File: src/rtl/mem_access.sv
// Memory-access pipeline stage: latches the execute-stage bundle, runs one bus transaction per
// load/store and presents the writeback result. Optional alignment check: MEM_ALIGN_CHECK_EN.
module mem_access (
    input  logic        clk,
    input  logic        rstn,
    input  logic        stall_in,
    input  logic [31:0] ex_alu_result,
    input  logic [31:0] ex_mem_addr,
    input  logic [31:0] ex_store_data,
    input  logic [2:0]  ex_ls_type,
    input  logic        ex_mem_read,
    input  logic        ex_mem_write,
    input  logic        ex_reg_write,
    input  logic        ex_mem_to_reg,
    input  logic [4:0]  ex_write_reg,
    input  logic [31:0] ex_pc,
    input  logic [31:0] ex_inst,
    output logic        data_req,
    output logic        data_wr,
    output logic [1:0]  data_size,
    output logic [31:0] data_addr,
    output logic [31:0] data_wdata,
    input  logic        data_addr_ok,
    input  logic        data_data_ok,
    input  logic [31:0] data_rdata,
    output logic [31:0] wb_result,
    output logic [4:0]  wb_write_reg,
    output logic        wb_reg_write,
    output logic [31:0] wb_pc,
    output logic [31:0] wb_inst,
    output logic        mem_stall,
    output logic        addr_err,
    output logic [31:0] badvaddr
);

    localparam logic [2:0] LsLb  = 3'd0;
    localparam logic [2:0] LsLbu = 3'd1;
    localparam logic [2:0] LsLh  = 3'd2;
    localparam logic [2:0] LsLhu = 3'd3;
    localparam logic [2:0] LsSb  = 3'd5;
    localparam logic [2:0] LsSh  = 3'd6;

    typedef enum logic [1:0] {StIdle, StReq, StWait, StDone} state_e;

    typedef struct packed {
        logic [31:0] alu_result;
        logic [31:0] mem_addr;
        logic [31:0] store_data;
        logic [2:0]  ls_type;
        logic        reg_write;
        logic        mem_to_reg;
        logic [4:0]  write_reg;
        logic [31:0] pc;
        logic [31:0] inst;
    } stage_t;

    function automatic logic [1:0] ls_size(input logic [2:0] lt);
        logic [1:0] sz;
        case (lt)
            LsLb, LsLbu, LsSb: sz = 2'd0;
            LsLh, LsLhu, LsSh: sz = 2'd1;
            default:           sz = 2'd2;
        endcase
        return sz;
    endfunction

    state_e      state_q, state_d;
    stage_t      stage_q, stage_d;
    logic [31:0] load_buf_q, load_buf_d;
    logic        capture;
    logic        in_flight;
    logic        ex_fault;
    logic        fault_q;

    // Capture only from IDLE/DONE: the data_ok cycle drops mem_stall, but the load result still
    // has to be presented in DONE before the stage may advance.
    assign capture = !stall_in && !mem_stall && (state_q == StIdle || state_q == StDone);

`ifdef MEM_ALIGN_CHECK_EN
    logic [1:0] ex_size;
    logic       fault_d;

    always_comb begin
        ex_size  = ls_size(ex_ls_type);
        ex_fault = (ex_mem_read || ex_mem_write) &&
                   ((ex_size == 2'd1 && ex_mem_addr[0]) ||
                    (ex_size == 2'd2 && ex_mem_addr[1:0] != 2'b00));
        fault_d  = capture ? ex_fault : fault_q;
    end

    always_ff @(posedge clk or negedge rstn) begin
        if (!rstn) begin
            fault_q <= 1'b0;
        end else begin
            fault_q <= fault_d;
        end
    end

    assign addr_err = fault_q;
    assign badvaddr = fault_q ? stage_q.mem_addr : 32'd0;
`else
    assign ex_fault = 1'b0;
    assign fault_q  = 1'b0;
    assign addr_err = 1'b0;
    assign badvaddr = 32'd0;
`endif

    // State register
    always_ff @(posedge clk or negedge rstn) begin
        if (!rstn) begin
            state_q <= StIdle;
        end else begin
            state_q <= state_d;
        end
    end

    // Next-state logic; data_ok is only looked at in WAIT
    always_comb begin
        state_d = state_q;
        if (capture) begin
            if (ex_mem_read || ex_mem_write) begin
                state_d = ex_fault ? StDone : StReq;
            end else begin
                state_d = StIdle;
            end
        end else begin
            unique case (state_q)
                StReq:   if (data_addr_ok) state_d = StWait;
                StWait:  if (data_data_ok) state_d = StDone;
                default: state_d = state_q;
            endcase
        end
    end

    // FSM outputs
    always_comb begin
        data_req  = 1'b0;
        mem_stall = 1'b0;
        in_flight = 1'b0;
        unique case (state_q)
            StReq: begin
                data_req  = 1'b1;
                mem_stall = 1'b1;
                in_flight = 1'b1;
            end
            StWait: begin
                mem_stall = !data_data_ok;
                in_flight = 1'b1;
            end
            default: ;
        endcase
    end

    // Stage register and load buffer
    always_comb begin
        stage_d = stage_q;
        if (capture) begin
            stage_d.alu_result = ex_alu_result;
            stage_d.mem_addr   = ex_mem_addr;
            stage_d.store_data = ex_store_data;
            stage_d.ls_type    = ex_ls_type;
            stage_d.reg_write  = ex_reg_write;
            stage_d.mem_to_reg = ex_mem_to_reg;
            stage_d.write_reg  = ex_write_reg;
            stage_d.pc         = ex_pc;
            stage_d.inst       = ex_inst;
        end
        load_buf_d = (state_q == StWait && data_data_ok) ? data_rdata : load_buf_q;
    end

    always_ff @(posedge clk or negedge rstn) begin
        if (!rstn) begin
            stage_q    <= '0;
            load_buf_q <= 32'd0;
        end else begin
            stage_q    <= stage_d;
            load_buf_q <= load_buf_d;
        end
    end

    // Bus request fields come straight from the held stage register, so they stay stable
    // for the whole REQ phase.
    always_comb begin
        data_addr = stage_q.mem_addr;
        data_size = ls_size(stage_q.ls_type);
        data_wr   = (stage_q.ls_type >= LsSb);
        case (stage_q.ls_type)
            LsSb:    data_wdata = {4{stage_q.store_data[7:0]}};
            LsSh:    data_wdata = {2{stage_q.store_data[15:0]}};
            default: data_wdata = stage_q.store_data;
        endcase
    end

    // Little-endian lane extraction and writeback
    logic [31:0] shifted;
    logic [7:0]  load_byte;
    logic [15:0] load_half;
    logic [31:0] load_data;

    always_comb begin
        shifted   = load_buf_q >> {stage_q.mem_addr[1:0], 3'b000};
        load_byte = shifted[7:0];
        load_half = stage_q.mem_addr[1] ? load_buf_q[31:16] : load_buf_q[15:0];
        case (stage_q.ls_type)
            LsLb:    load_data = {{24{load_byte[7]}}, load_byte};
            LsLbu:   load_data = {24'd0, load_byte};
            LsLh:    load_data = {{16{load_half[15]}}, load_half};
            LsLhu:   load_data = {16'd0, load_half};
            default: load_data = load_buf_q;
        endcase

        wb_result    = stage_q.mem_to_reg ? load_data : stage_q.alu_result;
        wb_write_reg = stage_q.write_reg;
        wb_pc        = stage_q.pc;
        wb_inst      = stage_q.inst;
        // Also masked in the data_ok cycle, before the load buffer holds the new word
        wb_reg_write = stage_q.reg_write && !mem_stall && !in_flight && !fault_q;
    end

endmodule

File: config.mk
export PLATFORM = sky130hd
export DESIGN_NAME = mem_access
export DESIGN_NICKNAME = d
export VERILOG_FILES = /design/src/rtl/mem_access.sv
export SDC_FILE = /design/constraint.sdc
export NUM_CORES = 1
export LEC_CHECK = 0
export ABC_AREA = 1
export BUFFER_PORTS_ARGS = -buffer_cell sky130_fd_sc_hd__buf_2
export CAP_MARGIN = 15
export CORE_MARGIN = 5
export CORE_UTILIZATION = 46
export CTS_CLUSTER_DIAMETER = 120
export DETAILED_ROUTE_END_ITERATION = 16
export GPL_ROUTABILITY_DRIVEN = 0
export PLACE_DENSITY_LB_ADDON = 0.05
export RECOVER_POWER = 100
export SETUP_SLACK_MARGIN = 0.02
export SKIP_CTS_REPAIR_TIMING = 1
export SLEW_MARGIN = 20
export SYNTH_ARGS = -nofsm -noshare
export SYNTH_HDL_FRONTEND = slang
export SYNTH_SLANG_ARGS = --single-unit
File: constraint.sdc
create_clock -name clk -period 2.25 [get_ports clk]
set_clock_uncertainty 0.2 [all_clocks]
set_input_delay 0.3375 -clock clk [delete_from_list [all_inputs] [get_ports clk]]
set_output_delay 0.3375 -clock clk [all_outputs]
set_load 0.03 [all_outputs]
## After elaboration in Yosys (flattened, before gate mapping)

Index checks and enable logic that the tools add are counted.

- Output and inout bits: 204
- Word-level logic and storage cells: 54
- Flip-flop bits (word level): 204

- Shift operators: 1
- Reductions and logical operators: 18
- Magnitude comparators: 1
- Equal/unequal tests: 10
- Mux-type cells: 13

Operators by type and width:

| cell | count |
|---|---|
| $pmux W32 S4 | 1 |
| $pmux W32 S2 | 1 |
| $mux W32 | 1 |
| $shr A32 B5 Y8 | 1 |
| $mux W16 | 1 |
| $pmux W2 S2 | 2 |
| $eq A3 B2 Y1 const B | 2 |
| $eq A3 B3 Y1 const B | 2 |
| $mux W2 | 3 |
| $ne A3 B3 Y1 const B | 2 |
| $reduce_or A3 Y1 | 2 |
| $logic_and A1 B1 Y1 | 5 |
| $eq A2 B2 Y1 const B | 2 |
| $logic_not A1 Y1 | 4 |
| $eq A3 B1 Y1 const B | 1 |
| $ge A3 B3 Y1 const B | 1 |
| $logic_not A3 Y1 | 1 |
| $mux W1 | 3 |
| $reduce_and A3 Y1 | 1 |
| $reduce_bool A3 Y1 | 1 |
| $eq A2 B1 Y1 const B | 1 |
| $logic_not A2 Y1 | 1 |
| $logic_or A1 B1 Y1 | 2 |
| $pmux W1 S2 | 1 |
| $reduce_or A2 Y1 | 1 |

## Depth between registers and ports, before layout

- Depth after elaboration: 7
- Depth in mapped cells: 9
- Depth with buffers taken out: 8

## Least setup slack after synthesis

No wires, ideal clock.

- Path kind: register to output
- Start: register stage_q[73] in the netlist's numbering
- End: output port data_size[1]
- Buffers on the path: 2
- Data arrival time: 1.476 ns
- Path slack: 0.237 ns
- Required time: 1.712 ns
- Cell stages (with the launch flop): 5
- Cell sequence: dfrtp_1 > buf_4 > inv_1 > buf_2 > nor3_1

- Cells in the longest elaborated chain, start to end: 3
- Elaborated cells on any way between the ends: 9
- Those cells by class: 5 x eq/ne; 1 x mux; 3 x reduce/logical

RTL lines:

| element | RTL line | source |
|---|---|---|
| from (decl) | 68 | `stage_t stage_q, stage_d;` |
| from (signal assigned) | 176 | `stage_q <= stage_d;` |
| $eq A3 B2 Y1, or another cell as far along | 59 | `case (lt)` |
| $reduce_or A3 Y1 | 59 |  |
| $pmux W2 S2 * | 59 |  |
| to (decl) | 20 | `output logic [1:0] data_size,` |

Every way passes the cells marked *; elsewhere a longest branch is shown, timed or not.

## Worst setup path in the final report

- Start: register stage_q[73] in the netlist's numbering
- End: output port wb_result[30]

- Cells in the longest elaborated chain, start to end: 3
- Elaborated cells on any way between the ends: 6
- Those cells by class: 3 x eq/ne; 2 x mux; 1 x reduce/logical

RTL lines:

| element | RTL line | source |
|---|---|---|
| $eq A3 B2 Y1, or another cell as far along | 204 | `case (stage_q.ls_type)` |
| $pmux W32 S4 * | 204 |  |
| $mux W32 * | 212 | `wb_result = stage_q.mem_to_reg ? load_data : stage_q.alu_result;` |
| to (decl) | 26 | `output logic [31:0] wb_result,` |

Marked as above.

==> key figures <==
STA
  • Final count of hold timing violations: 0
  • TNS Setup: -11.74 ns
  • Max Freq: 395 MHz
  • Final Max Tran Viols: 0
  • Final period utilization: 113%
  • Worst-Margin Slew: 1.36 ns
  • # setup viols final: 57
  • RSZ-0062 raised after global routing: yes
  • Setup WS post-layout: -0.285 ns
  • Max_slew headroom: 9.46%
  • Min cycle time layout: 2.53 ns

Critical path
  • Arrival @ worst endpoint: 2.00 ns
  • Crit path max-delay family: simple AND/OR/NAND/NOR gates
  • CP dominant cell by count: nor2_4
  • Critical Path Slowest Stage Cell: dfrtp_2
  • Crit. End Element: output pin
  • CP Max Fanout: 6
  • Critical path type: reg2out
  • Required time worst endpoint: 1.71 ns
  • Worst-path cell chain: nor2_4 -> clkinv_4 -> nor2_4 -> buf_4 -> nand3_4 -> nand3_2 -> nand2_1 -> inv_1 -> buf_6
  • Max incr delay on CP: 0.44 ns
  • Buf/Inv on CP: 4
  • CP Launch Type: flip-flop

Pwr
  • Worst VDD drop: 0.000934 V
  • Pleak: 8.29 nW
  • Final Power: 25.8 mW
  • Pwr dens: 1680 nW/um2

Synth
  • Post-synthesis cell count: 1370
  • Synth top area share: 48.8%
  • Synthesis-stage register bit count: 204
  • Cell taking the most area after synthesis: dfrtp_1
  • Seq/Total Area, Yosys: 48.8%
  • Cell Area, Synth: 10500 um2
  • Syn avg cell area: 7.64 um2
  • Largest cells by area after synthesis: dfrtp_1 49%, nand2_1 27%, buf_4 11%
  • Yosys synthesis warning count: 0
  • Synth unique cells: 31

Cells and area
  • Share of layout cells above drive strength 1: 26.5%
  • Nets: 2064
  • Reg area: 5110 um2
  • Design Area, Final: 15400 um2
  • Commonest non-fill, non-tap cell in the layout: nand2_1
  • Filler cell count: 1902
  • Largest register by flop count: stage_q
  • Multi-input logic area: 4210 um2
  • Most frequent cells in the layout: 689 x nand2_1, 209 x buf_2, 205 x dlygate4sd3_1
  • Area Overhead vs Synth: 46.9%
  • Max reg flops: 69

CTS
  • Worst skew pair latency: 0.51 ns
  • TritonCTS Buffers: 24
  • Clk sink count: 204
  • Clock Path Buffers: 3
  • H-tree depth: 1
  • CTS tree: done
  • Reg clk slew, reported paths: 0.05 ns
  • Root Buffer Master: clkbuf_16

GRT
  • Total GRT Usage: 23.0%
  • Largest net degree at the start of global routing: 115
  • Global-route wire length before repair: 48300 um
  • Antenna violations before repair: 5
  • GRT Residual Overflow: 0
  • Vias in the first global route: 8868

Routing
  • # DRC: 0
  • Number of vias per cell: 4.76
  • Wirelength, routed: 35200 um
  • Detailed Routing Iterations Pass 1: 5
  • Routed via count: 10300
  • Iter 0 DRT Violations: 781
  • DRT antenna net count: 0
  • Routed wire per std cell: 16.3 um

Placement
  • DP HPWL: 22300 um
  • Number of port buffers: 379
  • Dpl cell area: 11800 um2

Floorplanning
  • Core Rows: 55
  • DIE AREA: 25900 um2
  • Ports: 413
  • Total core area: 22500 um2
  • Initial Utilization: 46.5%
  • Die Height: 161 um
  • Die Width: 161 um

Run status
  • Failing checks: negative setup slack
  • Status: finished, violations left

Job
  • Max Cap Viol: 0

Worst hold path
  • Hold crit path type: in2reg
## worst min-delay path, delay by kind of cell
family | cells | cell delay, ns
compound gates | 2 | 0.17
simple gates | 1 | 0.07
buf+inv | 1 | 0.10
## Yosys cell counts
master / number
nor2_1: 10
ha_1: 2
nor3_1: 2
a21oi_2: 1
nand4_1: 1
clkbuf_1: 27
conb_1: 1
o21ai_1: 4
nand3_1: 8
o21ai_2: 2
buf_4: 149
nor2_4: 1
o211ai_1: 4
nand3_2: 10
nand2_4: 1
buf_6: 3
inv_2: 7
nand2_1: 739
or2_2: 20
nand3_4: 2
o21ai_0: 30
buf_1: 2
a21oi_1: 38
buf_12: 1
nor2_2: 3
inv_1: 60
buf_2: 22
o22ai_1: 3
nand2_2: 12
dfrtp_1: 204
inv_6: 1
## cell families after synthesis
kind of cell,synth area share [%]
buffers and inverters,15.8
flip-flops,48.8
adder cells (fa/ha/maj),0.239
other,0.0358
AND/OR/NAND/NOR,31.0
AO/OA/AOI/OAI,4.16
## cell type report
type,instances,share of cell area [%]
repair inverters,2,0.130
repair buffers,624,29.9
multi-input cells,929,27.4
clock buffers,41,4.85
diodes,5,0.0814
well taps,285,2.32
inverters,68,1.96
flip-flops and latches,204,33.2
clock inverters,2,0.0651
## power by group
group | internal (mW) | switching [mW] | leakage, nW | total, mW
Combinational | 5.15 | 10.3 | 5.40 | 15.4
Sequential | 5.48 | 1.20 | 2.52 | 6.68
Clock | 2.23 | 1.49 | 0.371 | 3.72
Total | 12.9 | 13.0 | 8.29 | 25.8
## path summary, 6_finish.rpt
path	cells after the start	endpoint	slack [ns]	startpoint
hold reg to reg	2	stage_q[141]	0.26	stage_q[141]
max in group asynchronous	3	data_addr[0]	0.19	rstn
setup reg to reg	7	data_addr[27]	0	state_q[0]
setup / recovery	9	wb_result[30]	-0.28	stage_q[73]
hold / removal	4	state_q[0]	0.02	data_data_ok
min in group asynchronous	2	wb_inst[7]	0.48	rstn
## layer usage
layer / up-vias / routed length (um) / track usage, %
met5: - / 0 / 0
met4: 0 / 1200 / 7.06
met3: 93 / 2640 / 5.80
met2: 442 / 17400 / 38.2
met1: 4790 / 14000 / 29.8
li1: 4947 / - / -
## stage by stage
step                setup slack, ns  hold slack, ns  utilization (%)  cells
finish                       -0.285          0.0190             68.3   2160
global route                 -0.379          0.0292             68.3   2160
CTS                          -0.461          -0.400             55.7   1929
detailed placement           0.0820           0.146             52.4   1886
global placement              0.103           0.148             52.4   1886
floorplan                     0.237          -0.158                -   1402
(Power assumes the default switching activity.)
